**src/rtl/sop_pkg.sv**
```systemverilog
// Shared types and helpers for the programmable sum-of-products sweeper.
//   sop_state_t : sweeper FSM states
//   N_IN_MAX    : largest supported input count
//   bin2gray    : reflected Gray code of an N_IN_MAX-bit value
package sop_pkg;

  localparam int unsigned N_IN_MAX = 8;

  typedef enum logic [1:0] {
    IDLE = 2'd0,
    RUN  = 2'd1,
    DONE = 2'd2
  } sop_state_t;

  // Callers zero-extend narrower indices; the low bits of the result are then
  // the Gray code of the narrow value.
  function automatic logic [N_IN_MAX-1:0] bin2gray(input logic [N_IN_MAX-1:0] b);
    return b ^ (b >> 1);
  endfunction

endpackage

```
**src/rtl/sop_lut.sv**
```systemverilog
// Minterm mask register plus index -> output lookup.
//   clk, reset : clock, synchronous active-high reset (clears the mask)
//   load       : load mask_in at the edge (gating supplied by the parent)
//   mask_in    : new minterm mask, bit k = f(k)
//   idx        : input combination to evaluate
//   s          : f(idx) = mask[idx]
module sop_lut #(
  parameter  int unsigned N_IN   = 4,
  localparam int unsigned MASK_W = 2 ** N_IN
) (
  input  logic              clk,
  input  logic              reset,
  input  logic              load,
  input  logic [MASK_W-1:0] mask_in,
  input  logic [N_IN-1:0]   idx,
  output logic              s
);

  logic [MASK_W-1:0] mask_q;

  always_ff @(posedge clk) begin
    if (reset) begin
      mask_q <= '0;
    end else if (load) begin
      mask_q <= mask_in;
    end
  end

  assign s = mask_q[idx];

endmodule

```
**src/rtl/sop_sweep.sv**
```systemverilog
// Truth-table sweeper: walks every input combination of a programmable
// sum-of-products function and streams (index, output) pairs over valid/ready,
// counting the minterms that evaluate true.
// Optional: define SOP_SWEEP_GRAY_EN to visit combinations in reflected
// Gray-code order instead of binary order.
//   clk, reset : clock, synchronous active-high reset
//   cfg_we     : load cfg_mask (honoured in IDLE only)
//   cfg_mask   : minterm mask, bit k = f(k)
//   start      : begin a sweep (honoured in IDLE only)
//   busy       : high in RUN or DONE
//   out_valid  : (out_idx, out_s) valid, high exactly while in RUN
//   out_ready  : consumer accepts the pair
//   out_idx    : input combination, MSB = first input
//   out_s      : f(out_idx)
//   done       : one-cycle pulse after the final transfer
//   ones_cnt   : accepted pairs with out_s = 1
module sop_sweep
  import sop_pkg::*;
#(
  parameter  int unsigned N_IN   = 4,
  localparam int unsigned MASK_W = 2 ** N_IN
) (
  input  logic              clk,
  input  logic              reset,
  input  logic              cfg_we,
  input  logic [MASK_W-1:0] cfg_mask,
  input  logic              start,
  output logic              busy,
  output logic              out_valid,
  input  logic              out_ready,
  output logic [N_IN-1:0]   out_idx,
  output logic              out_s,
  output logic              done,
  output logic [N_IN:0]     ones_cnt
);

  if (N_IN < 1 || N_IN > N_IN_MAX) begin : g_bad_n_in
    $error("sop_sweep: N_IN out of range");
  end

  sop_state_t        state_q, state_d;
  logic [N_IN-1:0]   cnt_q, cnt_d;
  logic [N_IN:0]     ones_q, ones_d;
  logic [N_IN-1:0]   idx_sel;
  logic              lut_s;
  logic              in_run;

`ifdef SOP_SWEEP_GRAY_EN
  assign idx_sel = N_IN'(bin2gray(N_IN_MAX'(cnt_q)));
`else
  assign idx_sel = cnt_q;
`endif

  // Mask only changes in IDLE so it is stable for the whole sweep.
  sop_lut #(
    .N_IN (N_IN)
  ) u_lut (
    .clk     (clk),
    .reset   (reset),
    .load    (cfg_we && (state_q == IDLE)),
    .mask_in (cfg_mask),
    .idx     (idx_sel),
    .s       (lut_s)
  );

  assign in_run    = (state_q == RUN);
  assign out_valid = in_run;
  assign out_idx   = in_run ? idx_sel : '0;
  assign out_s     = in_run ? lut_s : 1'b0;
  assign busy      = (state_q != IDLE);
  assign done      = (state_q == DONE);
  assign ones_cnt  = ones_q;

  always_ff @(posedge clk) begin
    if (reset) begin
      state_q <= IDLE;
      cnt_q   <= '0;
      ones_q  <= '0;
    end else begin
      state_q <= state_d;
      cnt_q   <= cnt_d;
      ones_q  <= ones_d;
    end
  end

  always_comb begin
    state_d = state_q;
    cnt_d   = cnt_q;
    ones_d  = ones_q;
    unique case (state_q)
      IDLE: begin
        if (start) begin
          state_d = RUN;
          cnt_d   = '0;
          ones_d  = '0;
        end
      end
      RUN: begin
        if (out_ready) begin
          ones_d = ones_q + (N_IN + 1)'(lut_s);
          // MASK_W-1 is all ones for the counter width.
          if (cnt_q == '1) begin
            state_d = DONE;
          end else begin
            cnt_d = cnt_q + N_IN'(1);
          end
        end
      end
      DONE: begin
        state_d = IDLE;
      end
      default: begin
        state_d = IDLE;
      end
    endcase
  end

endmodule

```
**config.mk**
```make
export PLATFORM = sky130hd
export DESIGN_NAME = sop_sweep
export DESIGN_NICKNAME = d
export VERILOG_FILES = /design/src/rtl/sop_pkg.sv /design/src/rtl/sop_lut.sv /design/src/rtl/sop_sweep.sv
export SDC_FILE = /design/constraint.sdc
export NUM_CORES = 1
export LEC_CHECK = 0
export ABC_AREA = 1
export BUFFER_PORTS_ARGS = -buffer_cell sky130_fd_sc_hd__buf_2
export CAP_MARGIN = 20
export CORE_ASPECT_RATIO = 0.8
export CORE_MARGIN = 4
export CORE_UTILIZATION = 46
export CTS_CLUSTER_DIAMETER = 100
export DETAILED_ROUTE_END_ITERATION = 6
export GPL_ROUTABILITY_DRIVEN = 0
export PLACE_DENSITY = 0.74
export SLEW_MARGIN = 20
export SYNTH_ARGS = -nofsm -noshare
export SYNTH_HDL_FRONTEND = slang
export SYNTH_SLANG_ARGS = --single-unit
export TNS_END_PERCENT = 1
```
**constraint.sdc**
```tcl
create_clock -name clk -period 1.95 [get_ports clk]
set_clock_uncertainty 0.2 [all_clocks]
set_input_delay 0.195 -clock clk [delete_from_list [all_inputs] [get_ports clk]]
set_output_delay 0.195 -clock clk [all_outputs]
set_load 0.02 [all_outputs]
```
==> results.py, run 1 <==
metrics = {
    "global_route": {
        "grt-ovfl-total": 0,
        "grt.total_usage_pct": 16.7,
        "grt_max_degree": 31,
        "first_global_vias": 1205,
        "antenna_found_initial": 0,
        "grt_pass1_wl_mm": 5.06,
    },
    "critical_path": {
        "required_ns": 1.55,
        "worst_setup_path_start_kind": "flip-flop",
        "r2r_slack_ns": 0.08,
        "end_kind": "output port",
        "crit_fanout": 6,
        "critPathKind": "reg -> out",
        "worstPathArrival_ns": 1.48,
    },
    "placed_design": {
        "port_buffers": 33,
        "place_inst": 258,
        "place_ws_ns": 0.0308,
        "post-dp-hpwl_mm": 2.02,
        "placed_area_sq_um": 1540,
    },
    "logic_synthesis": {
        "synthTopCellsByArea": "dfxtp_1, o21ai_0, nand2_1",
        "ys_types": 24,
        "ys_ff_latch": 27,
        "postSynthCellCount": 190,
        "syn_area_per_cell_sq_um": 7.03,
        "syn_nets": 214,
        "synth_top_cell_by_area": "dfxtp_1",
        "syn_area_sq_um": 1340,
        "synth_warnings": 0,
        "ys_seq_area_share_pct": 40.5,
        "synth_top_area_share_pct": 40.5,
    },
    "timing": {
        "fin_setup_tns_ns": 0,
        "fin_crit_sh_pct": 96.0,
        "slew_viol_final": 0,
        "rsz0062_at_grt": "true",
        "period_needed_ns": 1.87,
        "fmax_mhz": 534,
        "setup_viol": 0,
        "max_slew_margin_pct": 65.8,
        "setup_slack_ns": 0.0774,
        "worstMarginPinSlew_ns": 0.512,
        "hold_viol_final": 0,
    },
    "finish": {
        "antenna-diode-count": 0,
        "nets": 268,
        "num-fill-cells": 248,
        "seq_area_sq_um": 542,
        "multiInputGateArea_sq_um": 674,
        "drive_gt1_share_pct": 26.7,
        "area_delta_synth_final_pct": 34.1,
        "stdcell_area_sq_um": 1790,
        "final_cells": 281,
    },
    "route": {
        "wirelength_mm": 2.95,
        "drcViolationCount": 0,
        "route.vias.total": 1335,
        "drtIter0Drc": 46,
        "first_pass_iters": 4,
        "ant_nets": 0,
        "routed_via_density": 4.75,
        "avgRoutedWirePerCell_microns": 10.5,
    },
    "floorplanning": {
        "die_h_microns": 56.2,
        "die_area_sq_um": 3830,
        "start_util_pct": 48.3,
        "rows": 17,
        "fp.dieW_microns": 68.2,
        "io_pins": 34,
        "core_sq_um": 2770,
    },
    "job": {
        "maxCapViolCount": 0,
    },
    "cts": {
        "h-tree-depth": 1,
        "clock-sinks": 27,
        "path_clk_slew_ns": 0.13,
        "numCtsBuffers": 3,
        "clk_latency_ns": 0.32,
        "max-clock-path-buffers": 2,
        "cts-root-buf": "clkbuf_4",
        "cts_tree": "yes",
    },
    "power_and_ir_drop": {
        "pwr_density_cell_nw_per_um2": 643,
        "irDropWorstVdd_mv": 0.498,
        "p_leak_uw": 0.000846,
    },
    "status": {
        "status": "finished, final reports clean",
    },
    "min_path": {
        "hold_class": "in -> reg",
    },
}
==> through the flow <==
| step | util, % | hold slack [ns] | power [uW] |
|---|---|---|---|
| finish | 64.8 | 0.0455 | 1150 |
| global route | 64.8 | 0.0541 | 1230 |
| CTS | 63.7 | 0.0397 | 1150 |
| detailed placement | 55.8 | 0.225 | 883 |
| global placement | 55.8 | 0.230 | 881 |
| floorplan | - | 0.0641 | 811 |
==> synth_stat cells (all sizes together) <==
master,count
nand2,39
inv,31
dfxtp,27
o21ai,24
a21oi,21
nor2,20
nand3,10
clkbuf,4
ha,3
nor3,3
and3,2
buf,2
a31oi,1
nand4,1
nor4,1
xor2,1
==> cells by family (layout without fill, tap and decap cells) <==
| group | Yosys count | in the layout | synth area share (%) |
|---|---|---|---|
| AND/OR/NAND/NOR | 76 | 76 | 27.8 |
| adder cells (fa/ha/maj) | 3 | 3 | 2.81 |
| flip-flops | 27 | 27 | 40.5 |
| XOR/XNOR | 1 | 1 | 0.656 |
| AO/OA/AOI/OAI | 46 | 46 | 17.3 |
| buffers and inverters | 37 | 90 | 10.9 |
==> area by class of cell <==
class                           instances  share of cell area [%]
Clock buffer                            4                    1.47
Inverter                               31                    6.64
Multi-Input combinational cell        126                    37.7
Sequential cell                        27                    30.3
Tap cell                               38                    2.66
Timing Repair Buffer                   55                    21.3
==> path summary, 6_finish.rpt <==
path                                       from                            end  cells after the start
setup / recovery          cnt_q[0]$_SDFFE_PP0P_                          out_s                      7
hold / removal                        out_ready       ones_cnt[1]$_SDFFE_PP0P_                      4
setup reg to reg          cnt_q[0]$_SDFFE_PP0P_       ones_cnt[4]$_SDFFE_PP0P_                     11
hold reg to reg   u_lut.mask_q[12]$_SDFFE_PP0P_  u_lut.mask_q[12]$_SDFFE_PP0P_                      2
==> worst max-delay path, cell delays in order, from the launching register on <==
cell     delay [ns]
dfxtp_2        0.36
buf_4          0.16
o21ai_1        0.13
nand2_1        0.08
nand3_2        0.09
nand3_2        0.08
a21oi_2        0.13
buf_4          0.15
==> sequential cells by signal, indices dropped and copies added, names as in the netlist <==
signal	count
u_lut.mask_q	16
state_q	2
cnt_q	4
ones_cnt	5
==> what timing repair did <==
action / 4_1_cts / 5_1_grt
endpoints found under the hold margin: 20 / 0
cloned: 0 / 1
hold buffers: 18 / 0
pin swaps: 0 / 2
endpoints found under the setup margin: 1 / 5
buffers inserted: 0 / 0
gates resized for setup: 5 / 13
==> per-layer routing <==
metal | vias to the layer above | share of wire [%] | GRT usage [%]
li1 | 714 | - | -
met1 | 590 | 49 | 22.6
met2 | 29 | 45 | 26.8
met3 | 2 | 4.9 | 4.24
met4 | 0 | 0.71 | 2.55
met5 | - | 0 | 0
==> where the power goes <==
group,internal (uW),switching (uW),total [uW]
logic,126,176,302
clock network,80.0,154,234
registers,595,20.0,615
==> cell usage in the layout (no fill, tap or decap) <==
cell and count:
buf_2 32, nand2_1 31, dfxtp_1 26, inv_1 25
o21ai_0 20, a21oi_1 19, dlygate4sd3_1 18, nor2_1 16
nand3_1 8, nand2_2 6, inv_2 5, o21ai_1 4
buf_4 4, nor2_2 3, nor3_1 3, clkbuf_4 3
nand3_2 2, a21oi_2 2, and3_1 2, ha_2 2
nor2_8 1, a31oi_1 1, nor4_1 1, nand2_8 1
nand2_4 1, inv_4 1, nand4_1 1, xor2_1 1
ha_1 1, clkbuf_1 1, dfxtp_2 1, buf_6 1
(Power assumes the default switching activity.)
==> run 2, diff against run 1 <==
PLACE_DENSITY = 0.72   (was 0.74)
==> results.py, run 2 (same netlist as run 1, synthesis figures left out) <==
metrics = {
    "floorplanning": {
        "rows": 17,
        "io_pins": 34,
        "core_sq_um": 2770,
        "start_util_pct": 48.3,
        "fp.dieW_microns": 68.2,
        "die_area_sq_um": 3830,
        "die_h_microns": 56.2,
    },
    "timing": {
        "worstMarginPinSlew_ns": 0.488,
        "rsz0062_at_grt": "true",
        "fin_crit_sh_pct": 102,
        "max_slew_margin_pct": 67.5,
        "hold_viol_final": 0,
        "setup_slack_ns": -0.0392,
        "fin_setup_tns_ns": -0.0392,
        "fmax_mhz": 503,
        "period_needed_ns": 1.99,
        "slew_viol_final": 0,
        "setup_viol": 1,
    },
    "placed_design": {
        "port_buffers": 33,
        "place_inst": 260,
        "post-dp-hpwl_mm": 2.22,
        "place_ws_ns": -0.0292,
    },
    "cts": {
        "h-tree-depth": 1,
        "cts_setup_buffers": 0,
        "numCtsBuffers": 3,
        "path_clk_slew_ns": 0.15,
        "clock-sinks": 27,
        "max-clock-path-buffers": 2,
        "clk_latency_ns": 0.33,
        "cts_tree": "yes",
        "cts-root-buf": "clkbuf_4",
    },
    "min_path": {
        "min_delay_path_depth": 4,
        "whs_endpoint": "ones_cnt[1]$_SDFFE_PP0P_",
        "hold_class": "in -> reg",
        "hold_start": "out_ready",
    },
    "critical_path": {
        "r2r_cells": 11,
        "required_ns": 1.55,
        "crit_chain": "buf_6 -> o21ai_2 -> nand2_1 -> nand3_2 -> nand3_2 -> a21oi_2 -> buf_4",
        "crit_family": "flip-flops",
        "crit_fanout": 5,
        "cpPeakStageDelay_ns": 0.39,
        "r2r_slack_ns": 0.03,
        "crit_top_cell": "nand3_2",
        "cp_slowest_cell": "dfxtp_4",
        "r2r_end": "ones_cnt[4]$_SDFFE_PP0P_",
        "worstPathArrival_ns": 1.59,
        "cp_num_buf_inv": 2,
        "worst_setup_path_start_kind": "flip-flop",
        "critPathKind": "reg -> out",
        "end_kind": "output port",
        "r2r-start": "cnt_q[0]$_SDFFE_PP0P_",
    },
    "route": {
        "met1_length_mm": 1.62,
        "drtIter0Drc": 70,
        "ant_nets": 0,
        "routed_via_density": 4.73,
        "first_pass_iters": 4,
        "avgRoutedWirePerCell_microns": 12.0,
        "route.vias.total": 1338,
        "route.met3.wl_microns": 182,
        "wirelength_mm": 3.41,
        "met2_length_mm": 1.58,
        "maxUsedRoutingLayer": "met4",
        "drcViolationCount": 0,
    },
    "finish": {
        "antenna-diode-count": 0,
        "finish.utilization_pct": 66.3,
        "area_delta_synth_final_pct": 37.4,
        "final_common_cell": "buf_2",
        "final_cells": 283,
        "drive_gt1_share_pct": 29.4,
        "largest_reg_flops": 16,
        "nets": 270,
        "final_cell_mix": "buf_2, nand2_1, dfxtp_1",
        "regMostFlops": "u_lut.mask_q",
    },
    "power_and_ir_drop": {
        "p_sw_uw": 380,
        "clock_power_share_pct": 20.7,
        "p_leak_uw": 0.000880,
        "pwr_density_cell_nw_per_um2": 649,
        "irDropWorstVdd_mv": 0.350,
        "power.total_uw": 1190,
        "p_sw_share_pct": 31.9,
        "power.share.combinational_pct": 27.3,
        "p_int_uw": 811,
        "seqPwrFrac_pct": 52.0,
    },
    "global_route": {
        "first_global_vias": 1151,
        "antenna_found_initial": 0,
        "grt_pass1_wl_mm": 5.35,
        "grt.total_usage_pct": 18.3,
        "grt_max_degree": 31,
        "grt-ovfl-total": 0,
    },
    "status": {
        "status": "finished with violations",
        "violations": "setup timing",
    },
    "job": {
        "maxCapViolCount": 0,
    },
}
[run 2: metrics by stage]
stage          instance area (sq um)  hold WS (ns)
2_1_floorplan                   1340        0.0641
3_3_place_gp                    1560         0.220
3_5_place_dp                    1560         0.225
4_1_cts                         1810        0.0338
5_1_grt                         1830        0.0336
6_report                        1830        0.0453
[run 2: worst max-delay path by stage]
stage | start | slack [ns] | depth (start not counted) | endpoint
final | cnt_q[0]$_SDFFE_PP0P_ | -0.04 | 7 | out_s
after CTS | cnt_q[0]$_SDFFE_PP0P_ | 0.0009 | 7 | out_s
after detailed placement | cnt_q[0]$_SDFFE_PP0P_ | -0.03 | 11 | ones_cnt[4]$_SDFFE_PP0P_
after floorplan | cnt_q[0]$_SDFFE_PP0P_ | 0.12 | 13 | ones_cnt[2]$_SDFFE_PP0P_
after global placement | cnt_q[0]$_SDFFE_PP0P_ | 0.04 | 11 | ones_cnt[4]$_SDFFE_PP0P_
after global routing | cnt_q[0]$_SDFFE_PP0P_ | -0.09 | 7 | out_s
[run 2: layer usage]
layer | GRT usage [%] | vias up
met3 | 4.85 | 4
met4 | 3.40 | 0
met2 | 26.8 | 32
li1 | - | 715
met5 | 0 | -
met1 | 26.9 | 587
[run 2: layout make-up]
cell class,count,area [sq um]
Clock buffer,4,26.3
Inverter,31,119
Tap cell,38,47.5
Sequential cell,27,544
Multi-Input combinational cell,126,697
Fill cell,237,931
Timing Repair Buffer,57,400
[run 2: tightest hold or removal path, cell delays in order]
cell	delay, ns
buf_2	0.09
nand2_2	0.08
nand2_8	0.10
a21oi_1	0.06
[run 2: power by group through the flow]
stage          clock network (uW)  registers, uW  logic (uW)
2_1_floorplan                   0            630         181
3_3_place_gp                    0            625         264
3_5_place_dp                    0            626         267
4_1_cts                       251            615         312
5_1_grt                       269            624         366
6_report                      247            619         325
[run 2: repair_timing]
item,CTS,global route
resized for setup,13,12
hold buffers,18,0
gates cloned,1,0
endpoints found under the setup margin,2,5
pin swaps,4,11
endpoints found under the hold margin,20,0
